[src/rtl/rv_m_pkg.sv]
// Shared RV32M divider definitions: operation codes, FSM states and iteration timing.
package rv_m_pkg;

    localparam logic [1:0] F_DIV  = 2'b00;
    localparam logic [1:0] F_DIVU = 2'b01;
    localparam logic [1:0] F_REM  = 2'b10;
    localparam logic [1:0] F_REMU = 2'b11;

    localparam int DIV_ITERS   = 32;
    localparam int DIV_LATENCY = 34;

    typedef enum logic [1:0] {
        S_IDLE = 2'b00,
        S_CALC = 2'b01,
        S_FIX  = 2'b10,
        S_DONE = 2'b11
    } div_state_t;

endpackage

[src/rtl/div_unit_if.sv]
// Request/result bundle between the core (master) and div_unit (slave).
interface div_unit_if #(
    parameter int DATA_WIDTH = 32,
    parameter int ADDR_WIDTH = 5
);
    logic                  START;
    logic [1:0]            FUNCT;
    logic [DATA_WIDTH-1:0] DIVIDEND;
    logic [DATA_WIDTH-1:0] DIVISOR;
    logic [ADDR_WIDTH-1:0] RD_IN;
    logic                  BUSY;
    logic                  DONE;
    logic                  WE;
    logic [ADDR_WIDTH-1:0] RD_OUT;
    logic [DATA_WIDTH-1:0] RESULT;

    modport master (
        output START, FUNCT, DIVIDEND, DIVISOR, RD_IN,
        input  BUSY, DONE, WE, RD_OUT, RESULT
    );

    modport slave (
        input  START, FUNCT, DIVIDEND, DIVISOR, RD_IN,
        output BUSY, DONE, WE, RD_OUT, RESULT
    );
endinterface

[src/rtl/div_step.sv]
// One restoring radix-2 division iteration on magnitudes (purely combinational).
module div_step #(
    parameter int DATA_WIDTH = 32
) (
    input  logic [DATA_WIDTH-1:0] rem,
    input  logic [DATA_WIDTH-1:0] quo,
    input  logic [DATA_WIDTH-1:0] divisor,
    output logic [DATA_WIDTH-1:0] rem_next,
    output logic [DATA_WIDTH-1:0] quo_next
);
    logic [DATA_WIDTH:0] shifted_s;
    logic [DATA_WIDTH:0] diff_s;
    logic                ge_s;

    assign shifted_s = {rem, quo[DATA_WIDTH-1]};
    assign ge_s      = (shifted_s >= {1'b0, divisor});
    assign diff_s    = shifted_s - {1'b0, divisor};
    // A kept subtraction always leaves a value below the divisor, so the top bit drops safely.
    assign rem_next  = DATA_WIDTH'(ge_s ? diff_s : shifted_s);
    assign quo_next  = {quo[DATA_WIDTH-2:0], ge_s};
endmodule

[src/rtl/div_unit.sv]
// Iterative RV32M divider (DIV/DIVU/REM/REMU) feeding the register file write port.
// Optional DIV_EARLY_OUT_EN: divide-by-zero and signed overflow bypass the iterations.
module div_unit
    import rv_m_pkg::*;
#(
    parameter int DATA_WIDTH = 32,
    parameter int ADDR_WIDTH = 5
) (
    input  logic     CLK,
    input  logic     RST,
    div_unit_if.slave bus
);
    localparam int CW = $clog2(DIV_ITERS);
    localparam logic [CW-1:0] CNT_LAST = CW'(DIV_ITERS - 1);
    localparam logic [CW-1:0] CNT_ONE  = {{(CW-1){1'b0}}, 1'b1};
    localparam logic [DATA_WIDTH-1:0] ZERO = {DATA_WIDTH{1'b0}};

    div_state_t state_r, state_s;
    logic [DATA_WIDTH-1:0] rem_r, quo_r, dvs_r, result_r;
    logic [DATA_WIDTH-1:0] rem_step_s, quo_step_s, abs_a_s, abs_b_s;
    logic [DATA_WIDTH-1:0] q_fix_s, r_fix_s, fix_sel_s, early_val_s;
    logic [ADDR_WIDTH-1:0] rd_r, rd_out_r;
    logic [1:0]            funct_r;
    logic [CW-1:0]         cnt_r;
    logic neg_a_r, neg_b_r, busy_r, done_r;
    logic neg_a_s, neg_b_s, accept_s, early_s;

    div_step #(.DATA_WIDTH(DATA_WIDTH)) u_step (
        .rem      (rem_r),
        .quo      (quo_r),
        .divisor  (dvs_r),
        .rem_next (rem_step_s),
        .quo_next (quo_step_s)
    );

    // The DONE pulse cycle is still IDLE in the state register, so block acceptance there.
    assign accept_s = (state_r == S_IDLE) && bus.START && !done_r;
    assign neg_a_s  = !bus.FUNCT[0] && bus.DIVIDEND[DATA_WIDTH-1];
    assign neg_b_s  = !bus.FUNCT[0] && bus.DIVISOR[DATA_WIDTH-1];
    assign abs_a_s  = neg_a_s ? -bus.DIVIDEND : bus.DIVIDEND;
    assign abs_b_s  = neg_b_s ? -bus.DIVISOR  : bus.DIVISOR;

`ifdef DIV_EARLY_OUT_EN
    localparam logic [DATA_WIDTH-1:0] ALL1  = {DATA_WIDTH{1'b1}};
    localparam logic [DATA_WIDTH-1:0] MIN_S = {1'b1, {(DATA_WIDTH-1){1'b0}}};
    logic zero_s, ovf_s;
    assign zero_s  = (bus.DIVISOR == ZERO);
    assign ovf_s   = !bus.FUNCT[0] && (bus.DIVIDEND == MIN_S) && (bus.DIVISOR == ALL1);
    assign early_s = zero_s || ovf_s;
    assign early_val_s = zero_s ? (bus.FUNCT[1] ? bus.DIVIDEND : ALL1)
                                : (bus.FUNCT[1] ? ZERO : MIN_S);
`else
    assign early_s     = 1'b0;
    assign early_val_s = ZERO;
`endif

    // Sign correction; a zero divisor keeps the all-ones quotient unnegated.
    always_comb begin
        q_fix_s = quo_r;
        r_fix_s = rem_r;
        if ((neg_a_r ^ neg_b_r) && (dvs_r != ZERO)) begin
            q_fix_s = -quo_r;
        end else begin
            q_fix_s = quo_r;
        end
        if (neg_a_r) begin
            r_fix_s = -rem_r;
        end else begin
            r_fix_s = rem_r;
        end
        fix_sel_s = funct_r[1] ? r_fix_s : q_fix_s;
    end

    // Next-state logic.
    always_comb begin
        state_s = state_r;
        case (state_r)
            S_IDLE: begin
                if (accept_s) begin
                    state_s = early_s ? S_DONE : S_CALC;
                end else begin
                    state_s = S_IDLE;
                end
            end
            S_CALC: begin
                if (cnt_r == CNT_LAST) begin
                    state_s = S_FIX;
                end else begin
                    state_s = S_CALC;
                end
            end
            S_FIX:   state_s = S_DONE;
            S_DONE:  state_s = S_IDLE;
            default: state_s = S_IDLE;
        endcase
    end

    // State register.
    always_ff @(posedge CLK) begin
        if (RST) begin
            state_r <= S_IDLE;
        end else begin
            state_r <= state_s;
        end
    end

    // Datapath and registered outputs; quo_r carries the corrected result from FIX to DONE.
    always_ff @(posedge CLK) begin
        if (RST) begin
            rem_r    <= ZERO;
            quo_r    <= ZERO;
            dvs_r    <= ZERO;
            result_r <= ZERO;
            rd_r     <= {ADDR_WIDTH{1'b0}};
            rd_out_r <= {ADDR_WIDTH{1'b0}};
            funct_r  <= 2'b00;
            cnt_r    <= {CW{1'b0}};
            neg_a_r  <= 1'b0;
            neg_b_r  <= 1'b0;
            busy_r   <= 1'b0;
            done_r   <= 1'b0;
        end else begin
            busy_r <= (state_s != S_IDLE);
            done_r <= (state_r == S_DONE);
            case (state_r)
                S_IDLE: begin
                    if (accept_s) begin
                        funct_r <= bus.FUNCT;
                        rd_r    <= bus.RD_IN;
                        neg_a_r <= neg_a_s;
                        neg_b_r <= neg_b_s;
                        dvs_r   <= abs_b_s;
                        rem_r   <= ZERO;
                        cnt_r   <= {CW{1'b0}};
                        quo_r   <= early_s ? early_val_s : abs_a_s;
                    end
                end
                S_CALC: begin
                    rem_r <= rem_step_s;
                    quo_r <= quo_step_s;
                    cnt_r <= cnt_r + CNT_ONE;
                end
                S_FIX:  quo_r <= fix_sel_s;
                S_DONE: begin
                    result_r <= quo_r;
                    rd_out_r <= rd_r;
                end
                default: ;
            endcase
        end
    end

    assign bus.BUSY   = busy_r;
    assign bus.DONE   = done_r;
    assign bus.WE     = done_r;
    assign bus.RD_OUT = rd_out_r;
    assign bus.RESULT = result_r;
endmodule
[src/flat_wrapper.sv]
// flat-port wrapper written by rule: the top's interface ports become plain ports
module div_unit_flat import rv_m_pkg::*;
#(
    parameter int DATA_WIDTH = 32,
    parameter int ADDR_WIDTH = 5
)
  (CLK, RST, bus_START, bus_FUNCT, bus_DIVIDEND, bus_DIVISOR, bus_RD_IN, bus_BUSY, bus_DONE, bus_WE, bus_RD_OUT, bus_RESULT);
  div_unit_if #(.DATA_WIDTH(DATA_WIDTH), .ADDR_WIDTH(ADDR_WIDTH)) bus_i ();
  input  logic CLK;
  input  logic RST;
  input wire logic [$bits(bus_i.START)-1:0] bus_START;
  input wire logic [$bits(bus_i.FUNCT)-1:0] bus_FUNCT;
  input wire logic [$bits(bus_i.DIVIDEND)-1:0] bus_DIVIDEND;
  input wire logic [$bits(bus_i.DIVISOR)-1:0] bus_DIVISOR;
  input wire logic [$bits(bus_i.RD_IN)-1:0] bus_RD_IN;
  output wire logic [$bits(bus_i.BUSY)-1:0] bus_BUSY;
  output wire logic [$bits(bus_i.DONE)-1:0] bus_DONE;
  output wire logic [$bits(bus_i.WE)-1:0] bus_WE;
  output wire logic [$bits(bus_i.RD_OUT)-1:0] bus_RD_OUT;
  output wire logic [$bits(bus_i.RESULT)-1:0] bus_RESULT;
  assign bus_i.START = bus_START;
  assign bus_i.FUNCT = bus_FUNCT;
  assign bus_i.DIVIDEND = bus_DIVIDEND;
  assign bus_i.DIVISOR = bus_DIVISOR;
  assign bus_i.RD_IN = bus_RD_IN;
  assign bus_BUSY = bus_i.BUSY;
  assign bus_DONE = bus_i.DONE;
  assign bus_WE = bus_i.WE;
  assign bus_RD_OUT = bus_i.RD_OUT;
  assign bus_RESULT = bus_i.RESULT;
  div_unit #(.DATA_WIDTH(DATA_WIDTH), .ADDR_WIDTH(ADDR_WIDTH)) u_core (.CLK(CLK), .RST(RST), .bus(bus_i));
endmodule
[config.mk]
export PLATFORM = sky130hd
export DESIGN_NAME = div_unit_flat
export DESIGN_NICKNAME = d
export VERILOG_FILES = /design/src/rtl/rv_m_pkg.sv /design/src/rtl/div_unit_if.sv /design/src/rtl/div_step.sv /design/src/rtl/div_unit.sv /design/src/flat_wrapper.sv
export SDC_FILE = /design/constraint.sdc
export NUM_CORES = 1
export LEC_CHECK = 0
export ABC_AREA = 0
export CAP_MARGIN = 20
export CORE_UTILIZATION = 45
export DETAILED_ROUTE_END_ITERATION = 8
export PLACE_DENSITY = 0.66
export SYNTH_ARGS = -nofsm -noshare
export SYNTH_HDL_FRONTEND = slang
export SYNTH_SLANG_ARGS = --single-unit
[constraint.sdc]
create_clock -name CLK -period 3.4 [get_ports CLK]
set_input_delay 0.34 -clock CLK [delete_from_list [all_inputs] [get_ports CLK]]
set_output_delay 0.34 -clock CLK [all_outputs]
set_load 0.01 [all_outputs]
== Word level (Yosys, flattened, before mapping) ==
Cells that the tools add are included.
Operators by class
  bitwise operators: 1
  eq/ne operators: 6
  order comparisons: 1
  reduce and logical (&&, ||, !) cells: 15
  multiplexer cells: 15
  add/subtract/negate cells: 6
Operator list (number)
  $mux W32: 8
  $neg A32 Y32: 4
  $pmux W32 S3: 1
  $pmux W32 S2: 1
  $ge A33 B32 Y1: 1
  $reduce_bool A32 Y1: 1
  $sub A32 B32 Y32: 1
  $pmux W5 S2: 1
  $pmux W2 S4: 1
  $add A5 B1 Y5 const B: 1
  $eq A5 B5 Y1 const B: 1
  $logic_and A1 B1 Y1: 5
  $mux W5: 1
  $eq A2 B2 Y1 const B: 2
  $reduce_and A2 Y1: 2
  $reduce_bool A2 Y1: 2
  $ne A3 B1 Y1 const B: 1
  $reduce_and A3 Y1: 1
  $reduce_bool A3 Y1: 1
  $eq A2 B1 Y1 const B: 1
  $logic_not A1 Y1: 2
  $logic_not A2 Y1: 1
  $mux W2: 1
  $ne A2 B1 Y1 const B: 1
  other kinds (2): 2
Word-level totals
  output and inout port bits: 40
  word-level logic and storage cells: 57
  register bits after elaboration: 151
  input port bits: 74

== Logic depth before layout (Yosys ltp) ==
  depth in word-level cells: 6
  mapped depth: 13
  depth with buffers taken out: 12

== By module ==
From an unflattened synthesis, not the netlist that was laid out.
Second synthesis, totals
  cell total of the unflattened synthesis: 1467
  area, all modules: 11496.0 µm²
By module, submodules not included
  div_unit: instances 1, sequential area each 3002.9 µm², area an instance 8924.8 µm², cells an instance 1112
  div_step: instances 1, sequential area each 0.0 µm², area an instance 2571.2 µm², cells an instance 355

== Worst setup path after synthesis ==
Ideal clock, no wire load.
  kind: reg2reg
  from: reg u_core.rem_r[8]
  to: reg u_core.rem_r[10]
  arrival: 2459 ps
  stages on the path, launching flop included: 13
  data required time: 3271 ps
  clock period less this slack: 2588 ps
  path slack: 812 ps
  setup time: 129 ps
  cells stage by stage: dfxtp_1 -> ha_1 -> buf_2 -> and4_1 -> nand3_1 -> a211oi_2 -> o21ai_2 -> o31ai_4 -> a41o_1 -> buf_4 -> buf_6 -> mux2i_1 -> o21ai_0
Between the ends
  longest elaborated chain between the ends: 3
Ends and longest elaborated chain
  start, declared: line div_unit.sv:19  | logic [DATA_WIDTH-1:0] rem_r, quo_r, dvs_r, result_r;
  start signal, assigned: line div_unit.sv:139  | rem_r <= rem_step_s;
  $sub A32 B32 Y32 or $ge A33 B32 Y1 (tied branches): line div_step.sv:17, div_step.sv:16
  $mux W32 *: line div_step.sv:19  | assign rem_next = DATA_WIDTH'(ge_s ? diff_s : shifted_s);
  $pmux W32 S2 *: line div_unit.sv:125  | case (state_r)
Mark *: on every way between the ends. The rest lies on a longest branch, timed or not.
A chain may end at the register's enable or synchronous reset.

== Worst setup path in the final report ==
  from: reg u_core.rem_r[9]
  to: reg u_core.quo_r[31]
Between the ends
  longest elaborated chain between the ends: 4
Ends and longest elaborated chain
  $neg A32 Y32: line div_unit.sv:67  | r_fix_s = -rem_r;
  $mux W32: line div_unit.sv:66  | if (neg_a_r) begin
  $mux W32: line div_unit.sv:71  | fix_sel_s = funct_r[1] ? r_fix_s : q_fix_s;
  $pmux W32 S3: line div_unit.sv:125
  end signal, assigned: line div_unit.sv:135  | quo_r <= early_s ? early_val_s : abs_a_s;
  end signal, assigned: line div_unit.sv:140  | quo_r <= quo_step_s;
  end signal, assigned: line div_unit.sv:143  | S_FIX: quo_r <= fix_sel_s;
  end, declared: line div_unit.sv:19
No other way between the ends.

==> impl_metrics.prom <==
# TYPE chip_impl_metric gauge
chip_impl_info{name="run_status",value="finished, final reports clean"} 1
chip_impl_metric{name="fp.coreArea",unit="mm²"} 0.0238
chip_impl_metric{name="drtIter0Drc",unit=""} 731
chip_impl_metric{name="route.final.wire_length",unit="mm"} 33.1
chip_impl_info{name="timing.critical_path.slowest_stage_cell",value="sky130_fd_sc_hd__or4_1"} 1
chip_impl_metric{name="crit_arrival",unit="ns"} 3.34
chip_impl_metric{name="dp_hpwl",unit="mm"} 25.2
chip_impl_metric{name="floorplan.die.width",unit="µm"} 158
chip_impl_metric{name="gr-total-overflow",unit=""} 0
chip_impl_info{name="clockRootBuffer",value="sky130_fd_sc_hd__clkbuf_16"} 1
chip_impl_metric{name="grt.met3_usage",unit="%"} 4.46
chip_impl_metric{name="antenna_violations_before_repair",unit=""} 0
chip_impl_metric{name="grt_first_pass_wirelength",unit="mm"} 53.0
chip_impl_metric{name="layout_nets",unit=""} 1615
chip_impl_metric{name="switchingPower",unit="µW"} 1850
chip_impl_metric{name="cts_buffers",unit=""} 17
chip_impl_metric{name="post_cts_resized",unit=""} 0
chip_impl_info{name="worstHoldPathType",value="primary input to register"} 1
chip_impl_metric{name="port_buffers",unit=""} 113
chip_impl_metric{name="finalCriticalPeriod",unit="ns"} 3.05
chip_impl_metric{name="count_of_final_setup_violators",unit=""} 0
chip_impl_metric{name="worst_skew_pair.late_latency",unit="ns"} 0.44
chip_impl_metric{name="die_h",unit="µm"} 158
chip_impl_metric{name="cts_buffer_depth",unit=""} 2
chip_impl_metric{name="number_of_different_library_cells_in_the_post_synthesis_netlist",unit=""} 85
chip_impl_metric{name="synth.ff_latch_count",unit=""} 150
chip_impl_metric{name="synth_enable_flop_cells",unit=""} 0
chip_impl_metric{name="design.portCount",unit=""} 114
chip_impl_info{name="crit-reg2reg-capture",value="u_core.quo_r[31]"} 1
chip_impl_info{name="crit_chain",value="buf_4 > or4_1 > nor4_2 > nand4_1 > o31ai_1 > xnor2_1 > nand2_1 > a211oi_1"} 1
chip_impl_metric{name="clk_pin_slew",unit="ns"} 0.07
chip_impl_metric{name="synth_top_area_share",unit="%"} 27.3
chip_impl_metric{name="holdPathStages",unit=""} 3
chip_impl_metric{name="drtAntennaViolNets",unit=""} 0
chip_impl_metric{name="grt_use_met1",unit="%"} 36.0
chip_impl_metric{name="pre_cts_slack",unit="ns"} 0.206
chip_impl_metric{name="r2r_cells",unit=""} 8
chip_impl_metric{name="rrSetupSlack",unit="ns"} 0.35
chip_impl_info{name="hold_path_end",value="u_core.rd_r[3]"} 1
chip_impl_metric{name="seq_power_share",unit="%"} 38.1
chip_impl_metric{name="final.setup_skew",unit="ns"} 0.0111
chip_impl_info{name="global_route.peak_usage_layer",value="met2"} 1
chip_impl_metric{name="clock_sink_count",unit=""} 150
chip_impl_info{name="post-synth-top-area-cell",value="sky130_fd_sc_hd__dfxtp_1"} 1
chip_impl_metric{name="pwr_cell_area",unit="mW/mm²"} 410
chip_impl_metric{name="netSwitchingFraction",unit="%"} 34.5
chip_impl_metric{name="critical_path.n_buffers_inverters",unit=""} 1
chip_impl_info{name="synthTopCellsByArea",value="sky130_fd_sc_hd__dfxtp_1 27%, sky130_fd_sc_hd__mux2i_1 6.2%, sky130_fd_sc_hd__nor2_1 5.6%"} 1
chip_impl_metric{name="cellLeakagePower",unit="µW"} 0.00484
chip_impl_metric{name="critPathMaxStageDelay",unit="ns"} 0.60
chip_impl_metric{name="worst_slack",unit="ns"} 0.346
chip_impl_metric{name="p_int",unit="µW"} 3500
chip_impl_metric{name="globalRouteMet2Util",unit="%"} 44.3
chip_impl_metric{name="avgSynthCellArea",unit="µm²"} 7.72
chip_impl_info{name="cpLargestDelayFamily",value="simple AND/OR/NAND/NOR gates"} 1
chip_impl_metric{name="max_freq",unit="MHz"} 327
chip_impl_metric{name="fin_setup_tns",unit="ns"} 0
chip_impl_metric{name="filler_cells",unit=""} 2230
chip_impl_info{name="critical_path.reg2reg.startpoint",value="u_core.rem_r[9]"} 1
chip_impl_metric{name="floorplan.initialDensity",unit="%"} 46.3
chip_impl_metric{name="grt_start_max_net_pins",unit=""} 69
chip_impl_metric{name="required",unit="ns"} 3.68
chip_impl_metric{name="clkPwrFrac",unit="%"} 36.0
chip_impl_metric{name="synthesis.area",unit="mm²"} 0.0110
chip_impl_info{name="dominantRegCellSynth",value="sky130_fd_sc_hd__dfxtp_1"} 1
chip_impl_metric{name="pin_slew_with_the_least_headroom_to_its_limit",unit="ns"} 0.757
chip_impl_metric{name="max_cap_violations",unit=""} 0
chip_impl_metric{name="gp_congestion",unit=""} 0.972
chip_impl_metric{name="die-area",unit="mm²"} 0.0251
chip_impl_metric{name="routed-via-count",unit=""} 10700
chip_impl_metric{name="routedWlPerCell",unit="µm"} 18.1
chip_impl_metric{name="avgViaCountPerCell",unit=""} 5.86
chip_impl_metric{name="fp-row-count",unit=""} 56
chip_impl_metric{name="groute.usage.overall",unit="%"} 26.9
chip_impl_metric{name="drive_gt1_share",unit="%"} 6.95
chip_impl_metric{name="hold_viol",unit=""} 0
chip_impl_metric{name="yosys_warnings",unit=""} 0
chip_impl_metric{name="post_dp_cell_area",unit="mm²"} 0.0124
chip_impl_metric{name="antenna_cells",unit=""} 0
chip_impl_metric{name="cts_hold_repair.buffers",unit=""} 0
chip_impl_metric{name="drc_errors",unit=""} 0
chip_impl_metric{name="synth_seq_area_share",unit="%"} 27.3
chip_impl_metric{name="synth_nets",unit=""} 1544
chip_impl_metric{name="grt_pass1_vias",unit=""} 9978
chip_impl_info{name="min_from",value="bus_RD_IN[3]"} 1
chip_impl_metric{name="hold_slack",unit="ns"} 0.441
chip_impl_metric{name="timing.final.crit_share",unit="%"} 89.8
chip_impl_metric{name="synthCells",unit=""} 1426
chip_impl_info{name="timing.critical_path.to_type",value="register"} 1
chip_impl_metric{name="cp_max_fo",unit=""} 6
chip_impl_metric{name="async_reset_ff_share",unit="%"} 0
chip_impl_metric{name="clock_tree.htree_level_count",unit=""} 4
chip_impl_metric{name="p_r_area_growth_vs_syn",unit="%"} 18.4
chip_impl_metric{name="finalMaxSlewViolations",unit=""} 0
chip_impl_info{name="crit_type",value="register to register"} 1
chip_impl_metric{name="maxSlewHeadroom",unit="%"} 49.5
chip_impl_metric{name="layout.cell_area.non_filler",unit="mm²"} 0.0130
chip_impl_metric{name="power.share.combinational",unit="%"} 25.9
chip_impl_info{name="startpoint_type",value="register"} 1
chip_impl_metric{name="post-cts-setup-buffers",unit=""} 0
chip_impl_metric{name="irDropWorstVdd",unit="mV"} 0.332
chip_impl_info{name="tritoncts_clock_tree",value="built"} 1
chip_impl_info{name="rsz_0062_raised_after_global_routing",value="false"} 1
chip_impl_metric{name="drt_pre_antenna_iters",unit=""} 7
-- cell usage after synthesis, types with 9 or more instances --
cell type / instances
sky130_fd_sc_hd__a21o_1: 13
sky130_fd_sc_hd__a32oi_1: 11
sky130_fd_sc_hd__xnor2_1: 68
sky130_fd_sc_hd__xor2_1: 62
sky130_fd_sc_hd__a22oi_1: 10
sky130_fd_sc_hd__a21oi_1: 92
sky130_fd_sc_hd__o31ai_1: 17
sky130_fd_sc_hd__a311oi_1: 9
sky130_fd_sc_hd__nor4_1: 26
sky130_fd_sc_hd__nand4_1: 18
sky130_fd_sc_hd__or3_1: 11
sky130_fd_sc_hd__ha_1: 43
sky130_fd_sc_hd__dfxtp_1: 150
sky130_fd_sc_hd__a221oi_1: 10
sky130_fd_sc_hd__nor3_1: 32
sky130_fd_sc_hd__clkbuf_1: 76
sky130_fd_sc_hd__a211oi_1: 33
sky130_fd_sc_hd__o21ai_0: 84
sky130_fd_sc_hd__nand3_1: 15
sky130_fd_sc_hd__o211ai_1: 16
sky130_fd_sc_hd__a31oi_1: 16
sky130_fd_sc_hd__mux2i_1: 68
sky130_fd_sc_hd__nor2_1: 163
sky130_fd_sc_hd__nand2_1: 134
sky130_fd_sc_hd__nand2b_1: 14
sky130_fd_sc_hd__inv_1: 59
-- registers in the layout, indices dropped and copies added (netlist names) --
register           flops
u_core.bus.RESULT     32
u_core.neg_b_r         1
u_core.bus.DONE        1
u_core.cnt_r           5
u_core.bus.RD_OUT      5
u_core.quo_r          32
u_core.dvs_r          32
u_core.rem_r          32
u_core.rd_r            5
u_core.neg_a_r         1
u_core.state_r         2
u_core.funct_r         1
u_core.bus.BUSY        1
-- logic make-up (layout without fill, tap and decap cells) --
group / Yosys count / count (layout) / synth area share, %
buf+inv: 163 / 247 / 6.31
compound gates: 390 / 390 / 23.6
simple gates: 481 / 481 / 21.1
mux: 68 / 68 / 6.19
xor+xnor: 130 / 130 / 10.3
fa+ha+maj: 44 / 44 / 5.07
flops: 150 / 150 / 27.3
-- power groups by stage --
stage          clock network, µW  logic [µW]  registers [µW]
2_1_floorplan                  0        1010            1970
3_3_place_gp                   0        1350            2070
3_5_place_dp                   0        1360            2070
4_1_cts                     1960        1370            2030
5_1_grt                     2040        1520            2050
6_report                    1930        1380            2040
-- worst max-delay path by stage --
stage,start,to,slack (ns),cells after the start
finish,u_core.rem_r[9],u_core.quo_r[31],0.35,8
global route,u_core.rem_r[9],u_core.quo_r[22],0.06,8
CTS,u_core.rem_r[9],u_core.quo_r[31],0.38,8
detailed placement,bus_DIVIDEND[0],u_core.quo_r[24],0.21,11
global placement,bus_DIVIDEND[0],u_core.quo_r[24],0.29,11
floorplan,u_core.rem_r[8],u_core.rem_r[10],0.81,12
-- per-stage QoR --
stage	util (%)	total power [µW]	instances
after floorplan	-	2980	1426
after global placement	52.3	3420	1797
after detailed placement	52.3	3430	1797
after CTS	54.8	5360	1829
after global routing	54.8	5610	1829
final	54.8	5350	1829
-- tightest hold or removal path, cell delays in order --
cell and delay, ns:
sky130_fd_sc_hd__clkdlybuf4s50_1 0.40, sky130_fd_sc_hd__nand2_1 0.05, sky130_fd_sc_hd__a21oi_1 0.05
-- layer usage --
layer / vias up / share of wire [%]
met5: - / 0
met4: 0 / 2.0
met3: 41 / 6.2
met2: 407 / 46
met1: 4972 / 46
li1: 5295 / -
-- layout make-up --
cell class / count / area [µm²] / area share [%]
clock buffers: 18 / 439 / 3.37
clock inverters: 14 / 163 / 1.25
inverters: 59 / 221 / 1.70
multi-input cells: 1113 / 7330 / 56.3
flip-flops and latches: 150 / 3000 / 23.1
well taps: 319 / 399 / 3.06
repair buffers: 156 / 1460 / 11.2
-- cell usage in the layout, fill, tap and decap left out, types with 14 or more instances in the layout --
| cell type | Yosys | layout |
|---|---|---|
| sky130_fd_sc_hd__mux2i_1 | 68 | 68 |
| sky130_fd_sc_hd__clkdlybuf4s50_1 | 0 | 112 |
| sky130_fd_sc_hd__nor3_1 | 32 | 32 |
| sky130_fd_sc_hd__clkbuf_16 | 0 | 17 |
| sky130_fd_sc_hd__inv_1 | 59 | 59 |
| sky130_fd_sc_hd__nor2_1 | 163 | 162 |
| sky130_fd_sc_hd__ha_1 | 43 | 42 |
| sky130_fd_sc_hd__nand2b_1 | 14 | 14 |
| sky130_fd_sc_hd__nor4_1 | 26 | 26 |
| sky130_fd_sc_hd__a211oi_1 | 33 | 33 |
| sky130_fd_sc_hd__xor2_1 | 62 | 62 |
| sky130_fd_sc_hd__xnor2_1 | 68 | 68 |
| sky130_fd_sc_hd__o211ai_1 | 16 | 16 |
| sky130_fd_sc_hd__buf_4 | 3 | 43 |
| sky130_fd_sc_hd__o31ai_1 | 17 | 17 |
| sky130_fd_sc_hd__dfxtp_1 | 150 | 150 |
| sky130_fd_sc_hd__o21ai_0 | 84 | 84 |
| sky130_fd_sc_hd__nand3_1 | 15 | 15 |
| sky130_fd_sc_hd__a21oi_1 | 92 | 92 |
| sky130_fd_sc_hd__a31oi_1 | 16 | 16 |
| sky130_fd_sc_hd__nand4_1 | 18 | 18 |
| sky130_fd_sc_hd__nand2_1 | 134 | 134 |
Power figures use the tool's default switching activity.
